File: config.mk
export PLATFORM = sky130hd
export DESIGN_NAME = knn_vote
export DESIGN_NICKNAME = d
export VERILOG_FILES = /design/src/rtl/knn_vote.sv
export SDC_FILE = /design/constraint.sdc
export NUM_CORES = 1
export LEC_CHECK = 0
export BUFFER_PORTS_ARGS = -buffer_cell sky130_fd_sc_hd__buf_2
export CAP_MARGIN = 0
export CORE_MARGIN = 2
export CORE_UTILIZATION = 30
export CTS_CLUSTER_SIZE = 40
export DETAILED_ROUTE_END_ITERATION = 16
export PLACE_DENSITY = 0.51
export SYNTH_ARGS = -nofsm -noshare
export SYNTH_HDL_FRONTEND = slang
export SYNTH_SLANG_ARGS = --single-unit
export TNS_END_PERCENT = 20
File: constraint.sdc
create_clock -name clk -period 4.55 [get_ports clk]
set_input_delay 0.455 -clock clk [delete_from_list [all_inputs] [get_ports clk]]
set_output_delay 0.455 -clock clk [all_outputs]
set_load 0.03 [all_outputs]
File: src/rtl/knn_vote.sv
`default_nettype none
// ============================================================================
//  Module      : knn_vote
//  Description : Majority-vote classifier for one KNN test point. Snapshots
//                the packed neighbour-label vector on start, counts one slot
//                per cycle into per-class vote counters, then scans the
//                counters one class per cycle to find the winner.
//  Ports       : clk            - system clock, rising edge
//                rst            - asynchronous active-low reset
//                start          - vote request, sampled only when idle
//                neighbour_info - packed labels, slot 0 (nearest) in LSBs
//                n_valid        - number of populated slots (saturates)
//                busy           - vote in progress
//                done           - one-cycle pulse when results update
//                class_out      - winning class index
//                votes_out      - vote count of the winning class
//                tie            - another class shares the nonzero maximum
//                bad_label      - a counted slot held a label >= N_CLASSES
//  Revision    : 1.0 - initial release
// ============================================================================
module knn_vote #(
  parameter  int LABEL       = 8,
  parameter  int N_NEIGHBOUR = 10,
  parameter  int N_CLASSES   = 10,
  localparam int CNT_W       = $clog2(N_NEIGHBOUR + 1)
) (
  input  logic                         clk,
  input  logic                         rst,
  input  logic                         start,
  input  logic [N_NEIGHBOUR*LABEL-1:0] neighbour_info,
  input  logic [CNT_W-1:0]             n_valid,
  output logic                         busy,
  output logic                         done,
  output logic [LABEL-1:0]             class_out,
  output logic [CNT_W-1:0]             votes_out,
  output logic                         tie,
  output logic                         bad_label
);

  localparam int CIDX_W = (N_CLASSES > 1) ? $clog2(N_CLASSES) : 1;
  localparam logic [CIDX_W-1:0] C_LAST_CLASS = CIDX_W'(N_CLASSES - 1);
  localparam logic [LABEL:0]    C_NCLS       = (LABEL + 1)'(N_CLASSES);
  localparam logic [CNT_W-1:0]  C_NMAX       = CNT_W'(N_NEIGHBOUR);

  localparam logic [2:0] S_IDLE  = 3'd0;
  localparam logic [2:0] S_CLEAR = 3'd1;
  localparam logic [2:0] S_COUNT = 3'd2;
  localparam logic [2:0] S_SCAN  = 3'd3;
  localparam logic [2:0] S_DONE  = 3'd4;

  logic [2:0]                   state_q, state_d;
  logic [N_NEIGHBOUR*LABEL-1:0] info_q, info_d;
  logic [CNT_W-1:0]             nsnap_q, nsnap_d;
  logic [CNT_W-1:0]             slot_q, slot_d;
  logic [CIDX_W-1:0]            cls_q, cls_d;
  logic [CNT_W-1:0]             cnt_q [N_CLASSES];
  logic [CNT_W-1:0]             cnt_d [N_CLASSES];
  logic [CNT_W-1:0]             max_q, max_d;
  logic [CIDX_W-1:0]            arg_q, arg_d;
  logic                         tacc_q, tacc_d;
  logic                         bacc_q, bacc_d;
  logic [LABEL-1:0]             class_q, class_d;
  logic [CNT_W-1:0]             votes_q, votes_d;
  logic                         tie_q, tie_d;
  logic                         bad_q, bad_d;

  logic [LABEL-1:0]             slot_lbl [N_NEIGHBOUR];
  logic [LABEL-1:0]             cur_lbl;
  logic [CNT_W-1:0]             cur_cnt;

  for (genvar k = 0; k < N_NEIGHBOUR; k++) begin : g_unpack
    assign slot_lbl[k] = info_q[k*LABEL +: LABEL];
  end

  assign cur_lbl = slot_lbl[slot_q];
  assign cur_cnt = cnt_q[cls_q];

  // ---------------- state register ----------------
  always_ff @(posedge clk or negedge rst) begin
    if (!rst) state_q <= S_IDLE;
    else      state_q <= state_d;
  end

  // ---------------- next-state logic ----------------
  always_comb begin
    state_d = state_q;
    case (state_q)
      S_IDLE:  if (start) state_d = S_CLEAR;
      S_CLEAR: state_d = (nsnap_q == '0) ? S_SCAN : S_COUNT;
      S_COUNT: if (slot_q == nsnap_q - CNT_W'(1)) state_d = S_SCAN;
      S_SCAN:  if (cls_q == C_LAST_CLASS) state_d = S_DONE;
      S_DONE:  state_d = S_IDLE;
      default: state_d = S_IDLE;
    endcase
  end

  // ---------------- outputs from state ----------------
  always_comb begin
    busy = (state_q != S_IDLE);
    done = (state_q == S_DONE);
  end

  // ---------------- datapath next-state ----------------
  always_comb begin
    info_d  = info_q;
    nsnap_d = nsnap_q;
    slot_d  = slot_q;
    cls_d   = cls_q;
    cnt_d   = cnt_q;
    max_d   = max_q;
    arg_d   = arg_q;
    tacc_d  = tacc_q;
    bacc_d  = bacc_q;
    class_d = class_q;
    votes_d = votes_q;
    tie_d   = tie_q;
    bad_d   = bad_q;
    case (state_q)
      S_IDLE: begin
        if (start) begin
          info_d  = neighbour_info;
          nsnap_d = (n_valid > C_NMAX) ? C_NMAX : n_valid;
        end
      end
      S_CLEAR: begin
        for (int c = 0; c < N_CLASSES; c++) cnt_d[c] = '0;
        slot_d = '0;
        cls_d  = '0;
        max_d  = '0;
        arg_d  = '0;
        tacc_d = 1'b0;
        bacc_d = 1'b0;
      end
      S_COUNT: begin
        if ({1'b0, cur_lbl} < C_NCLS)
          cnt_d[cur_lbl[CIDX_W-1:0]] = cnt_q[cur_lbl[CIDX_W-1:0]] + CNT_W'(1);
        else
          bacc_d = 1'b1;
        slot_d = slot_q + CNT_W'(1);
      end
      S_SCAN: begin
        // Strict greater-than keeps the lowest index on equal counts.
        if (cur_cnt > max_q) begin
          max_d  = cur_cnt;
          arg_d  = cls_q;
          tacc_d = 1'b0;
        end else if ((cur_cnt == max_q) && (max_q != '0)) begin
          tacc_d = 1'b1;
        end
        cls_d = cls_q + CIDX_W'(1);
        // Results are loaded on the edge entering DONE, so they must include
        // the final class comparison made in this same cycle.
        if (cls_q == C_LAST_CLASS) begin
          class_d = LABEL'(arg_d);
          votes_d = max_d;
          tie_d   = tacc_d;
          bad_d   = bacc_q;
        end
      end
      default: ;
    endcase
  end

  // ---------------- datapath registers ----------------
  always_ff @(posedge clk or negedge rst) begin
    if (!rst) begin
      info_q  <= '0;
      nsnap_q <= '0;
      slot_q  <= '0;
      cls_q   <= '0;
      for (int c = 0; c < N_CLASSES; c++) cnt_q[c] <= '0;
      max_q   <= '0;
      arg_q   <= '0;
      tacc_q  <= 1'b0;
      bacc_q  <= 1'b0;
      class_q <= '0;
      votes_q <= '0;
      tie_q   <= 1'b0;
      bad_q   <= 1'b0;
    end else begin
      info_q  <= info_d;
      nsnap_q <= nsnap_d;
      slot_q  <= slot_d;
      cls_q   <= cls_d;
      cnt_q   <= cnt_d;
      max_q   <= max_d;
      arg_q   <= arg_d;
      tacc_q  <= tacc_d;
      bacc_q  <= bacc_d;
      class_q <= class_d;
      votes_q <= votes_d;
      tie_q   <= tie_d;
      bad_q   <= bad_d;
    end
  end

  assign class_out = class_q;
  assign votes_out = votes_q;
  assign tie       = tie_q;
  assign bad_label = bad_q;

endmodule
`default_nettype wire

-- After elaboration in Yosys (flattened, before gate mapping)
Index checks and enable logic that the tools add are counted.
- add/subtract/negate cells: 4
- magnitude comparators: 7
- equal/unequal tests: 12
- muxes and demuxes: 31
- bitwise logic cells: 3
- reductions and logical operators: 13
- operators by type and width (operator ; count):
    40-bit case mux with 2 select lines ; 1
    40-bit bitwise mux ; 1
    40-bit two-way mux ; 1
    4-bit binary-select mux with 4-bit select ; 2
    8-bit binary-select mux with 4-bit select ; 1
    4-bit two-way mux ; 8
    4-bit case mux with 2 select lines ; 4
    4-bit demux with 4-bit select ; 1
    8-bit two-way mux ; 2
    5-bit >= comparator (second input constant) ; 3
    4-bit inverter with 5-bit output ; 3
    4-bit by 1-bit adder with 4-bit output (second input constant) ; 3
    3-bit case mux with 4 select lines ; 1
    2-bit != test (second input constant) ; 5
    3-bit two-way mux ; 3
    4-bit == test ; 2
    8-bit by 4-bit less-than comparator with 1-bit output (second input constant) ; 1
    2-bit AND reduction ; 4
    3-bit by 2-bit == test with 1-bit output (second input constant) ; 2
    5-bit by 1-bit less-than comparator with 1-bit output (second input constant) ; 1
    4-bit == test (second input constant) ; 1
    4-bit > comparator ; 1
    4-bit > comparator (second input constant) ; 1
    4-bit zero test ; 1
    11 further kinds ; 17
- register bits: 155
- input bits: 87
- output and inout bits: 16

-- Logic depth before layout (Yosys ltp)
- depth after elaboration: 12
- mapped depth: 14

-- Worst setup path after synthesis
OpenSTA, ideal clock, no wires.
- path type: reg-to-reg
- start point: reg slot_q[0]
- end point: reg cnt_q[17] (netlist name)
- library setup time: 0.068 ns
- arrival: 3.503 ns
- setup slack: 0.979 ns
- cell stages (with the launch flop): 13
- path buffers: 2
- period minus slack after synthesis: 3.571 ns
- cells stage by stage: dfrtp_1 > buf_6 > and2_1 > a221o_1 > buf_2 > o21ai_4 > mux4_2 > a211oi_2 > nor2_8 > ha_1 > inv_1 > nor3_1 > a32o_1
- longest elaborated chain between the ends: 12
- elaborated cells between the ends (all ways): 20
- ends and longest elaborated chain (what ; line ; text):
    start: declaration ; 54 ; logic [CNT_W-1:0] slot_q, slot_d;
    start signal: assignment ; 183 ; slot_q <= slot_d;
    4-bit inverter with 5-bit output (not written as such) * ; 75 ; assign cur_lbl = slot_lbl[slot_q];
    8-bit binary-select mux with 4-bit select * ; 75 ;
    8-bit two-way mux (not written as such) * (2 in series) ; 75 ;
    4-bit inverter with 5-bit output (not written as such) ; 136 ; cnt_d[cur_lbl[CIDX_W-1:0]] = cnt_q[cur_lbl[CIDX_W-1:0]] + CNT_W'(1);
    4-bit binary-select mux with 4-bit select, or another cell as far along ; 136 ;
    4-bit two-way mux (not written as such) or 1-bit logical AND (tied branches) ; 136 ;
    4-bit two-way mux (not written as such) ; 136 ;
    4-bit by 1-bit adder with 4-bit output or 4-bit demux with 4-bit select (tied branches) ; 136 ;
    40-bit bitwise mux ; 136 ;
    40-bit two-way mux ; 135 ; if ({1'b0, cur_lbl} < C_NCLS)
    40-bit case mux with 2 select lines ; 118 ; case (state_q)
    end signal: assignment ; 185 ; cnt_q <= cnt_d;
    end: declaration ; 56 ; logic [CNT_W-1:0] cnt_q [N_CLASSES];
Mark *: on every way between the ends. The rest lies on a longest branch, timed or not. The select of a mux whose other input is x is not followed.
A chain may end at the register's enable or synchronous reset.

-- Final worst setup path
- start point: reg slot_q[1]
- end point: reg cnt_q[1] (netlist name)
The elaborated chain is that of the path after synthesis.

==> summary.md <==
| Metric | Value |
|---|---|
| Run status | `finished clean` |
| Fmax | `249.9 MHz` |
| Synth warn | `0` |
| LEAKAGE | `0.004146 µW` |
| Number of antenna diodes | `0` |
| Final ANT Viol Nets | `0` |
| Root buf cell | `clkbuf_16` |
| Setup TNS | `0 ns` |
| Row count | `60` |
| Post-Layout Inst Area | `9647 µm²` |
| Synth cell types | `74` |
| Hold_sp | `neighbour_info[52]` |
| Die height | `169.1 µm` |
| Final Hold Vio Count | `0` |
| Synth top area share | `47.43%` |
| CTS Sinks | `155` |
| Top FF cell, synth | `dfrtp_1` |
| Synth area leaders | `dfrtp_1, mux2_2, mux4_2` |
| Port buffer count | `98` |
| NumNets Final | `934` |
| R2r startpoint | `slot_q[1]` |
| Reg clk slew, reported paths | `0.08 ns` |
| Req. time, crit path | `4.92 ns` |
| Layout Skew | `0.01823 ns` |
| Share of layout cells above drive strength 1 | `31.73%` |
| Placed Area | `9022 µm²` |
| Global route overflow | `0` |
| CP Capture Type | `flip-flop` |
| Vias in the first global route | `6452` |
| WP buf/inv | `3` |
| Total CTS buffers | `17` |
| Routed Wire Length | `22630 µm` |
| Sequential element share of the synthesized area | `47.43%` |
| Die area | `28600 µm²` |
| CP Data Arrival Time | `4.37 ns` |
| Mapped Cells | `747` |
| Vias per cell | `5.356` |
| Pre-Repair DR Iteration Count | `6` |
| Avg WL per Cell | `18.98 µm` |
| Number of synthesized flops with an enable pin | `0` |
| Fin. max-slew vios | `0` |
| Final core occ | `35.89%` |
| Area growth syn-to-layout | `17.96%` |
| Delay-heaviest family, CP | `simple AND/OR/NAND/NOR gates` |
| CP max stage delay | `0.75 ns` |
| GPL Wtd Cong | `0.9152` |
| Multi-input logic area | `4018 µm²` |
| Max FO, Critical Path | `18` |
| CTS max path bufs | `2` |
| DR vias | `6384` |
| Ys async rst share | `100.0%` |
| Synth area leader | `dfrtp_1` |
| Num ports | `103` |
| Slowest-stage cell, CP | `dfrtp_1` |
| VDD IR max | `0.0003698 V` |
| Setup violators final | `0` |
| PD cells | `875.0 nW/µm²` |
| FF+latch count, synth | `155` |
| All-Layer GR Usage | `16.40%` |
| Initial antenna violation count | `1` |
| DP HPWL | `16340 µm` |
| FILL cells | `2719` |
| Post-Syn Area | `8178 µm²` |
| Drt drc | `0` |
| Placed cells | `1159` |
| Least-Margin Pin Slew | `0.8441 ns` |
| Worst hold path type | `in2reg` |
| Clk_lat worst skew | `0.44 ns` |
| Chip width | `169.1 µm` |
| Largest net degree at the start of global routing | `146` |
| Sequential cell area | `3879 µm²` |
| Starting Density | `30.43%` |
| Relative slew slack | `43.72%` |
| RSZ-0062 raised after global routing | `false` |
| Core area | `26880 µm²` |
| Setup crit start | `slot_q[1]` |
| Initial drt markers | `519` |
| Avg Inst Size Synth | `10.95 µm²` |
| CP cell instances | `buf_4 -> mux2i_1 -> o22ai_1 -> or3_1 -> nor2_1 -> a32o_1 -> a221o_2 -> inv_4 -> ha_1 -> inv_1 -> nor3_1 -> a32o_1` |
| Startpoint types | `flip-flop` |
| Crit Path Class | `reg2reg` |
| H-tree Lvls | `4` |
| Post-route insts no fill | `1192` |
| Final Cycle Share | `87.94%` |
| Max Cap Viol | `0` |
| Tmin final | `4.001 ns` |
| CTS tree | `yes` |
| Most used cell, CP | `a32o_1` |
| First-pass GRT wire length | `36600 µm` |
-- cell usage after synthesis, types with 6 or more instances --
cell type	n
a211oi_1	7
a21oi_1	12
a31oi_1	8
a32oi_1	8
and2_1	6
buf_2	8
clkbuf_1	25
dfrtp_1	155
ha_1	9
inv_1	17
mux2_2	83
mux2i_1	28
mux4_2	15
nand2_1	85
nand3_1	14
nand4_1	11
nor2_1	37
nor3_1	14
nor4_1	15
o211ai_1	14
o21ai_0	51
o22ai_1	11
o311ai_1	6
-- repair_timing --
action	4_1_cts	5_1_grt
endpoints found under the setup margin	0	0
resized for setup	0	0
hold buffers	1	0
endpoints found under the hold margin	10	0
setup buffers	0	0
-- state kept, by name, summed over array words and instances (netlist names) --
register and cells:
cls_q 4, max_q 4, bad_label 1, info_q 80
arg_q 4, tie 1, cnt_q 40, nsnap_q 4
tacc_q 1, bacc_q 1, class_out 4, votes_out 4
state_q 3, slot_q 4
-- cell families after synthesis --
| kind of cell | Yosys count | synth area share [%] |
|---|---|---|
| compound gates | 166 | 14.00 |
| xor+xnor | 7 | 0.8415 |
| fa+ha+maj | 9 | 1.377 |
| buf+inv | 64 | 3.641 |
| flops | 155 | 47.43 |
| mux | 126 | 18.99 |
| other cells | 1 | 0.04586 |
| simple gates | 219 | 13.68 |
-- stage by stage --
| step | setup slack, ns | hold slack (ns) | power [µW] |
|---|---|---|---|
| 6_report | 0.5488 | 0.2383 | 8441 |
| 5_1_grt | 0.2409 | 0.2217 | 9052 |
| 4_1_cts | 0.5990 | 0.2221 | 8415 |
| 3_5_place_dp | 0.6148 | 0.2729 | 6933 |
| 3_3_place_gp | 0.7341 | 0.2730 | 6910 |
| 2_1_floorplan | 0.9790 | 0.1594 | 5743 |
-- report_power, final --
part / switching [µW] / leakage [µW] / internal (µW)
registers: 557 / 0.00195 / 1980
clock network: 700 / 0.000297 / 756
logic: 2770 / 0.00190 / 1680
-- cell type report --
type                       count  area share (%)
clock buffer                  18           4.553
tap                          341           4.423
multi-input combinational    531           41.65
clock inverter                14           1.816
sequential                   155           40.21
inverter                      18          0.7263
timing repair buffer         115           6.628
-- placed cells by master, fill, tap and decap left out, types with 6 or more instances in the layout --
master	instances
nor4_1	15
clkbuf_16	17
inv_1	17
clkinv_8	6
nand4_1	11
a211oi_1	7
o311ai_1	6
o211ai_1	14
mux4_2	15
nand3_1	14
mux2i_1	28
a31oi_1	8
o21ai_0	51
a32oi_1	8
nor2_1	37
o22ai_1	11
nand2_1	85
dfrtp_1	155
buf_4	15
buf_2	97
mux2_2	83
a21oi_1	12
and2_1	6
ha_1	9
nor3_1	14
-- path summary, 6_finish.rpt --
path,to,slack [ns],cells past startpoint
setup / recovery,cnt_q[1],0.55,12
hold / removal,info_q[52],0.24,2
setup reg to reg,cnt_q[1],0.55,12
hold reg to reg,votes_out[1],0.47,2
max in group asynchronous,cnt_q[21],3.17,3
min in group asynchronous,info_q[53],0.37,2
-- routing by layer --
metal | share of wire [%] | GRT usage [%] | vias up
met4 | 1.9 | 5.723 | 2
met5 | 0.062 | 0 | -
li1 | - | - | 2972
met2 | 45 | 24.86 | 243
met3 | 6.2 | 4.092 | 36
met1 | 47 | 22.85 | 3131
Power figures use the tool's default switching activity.
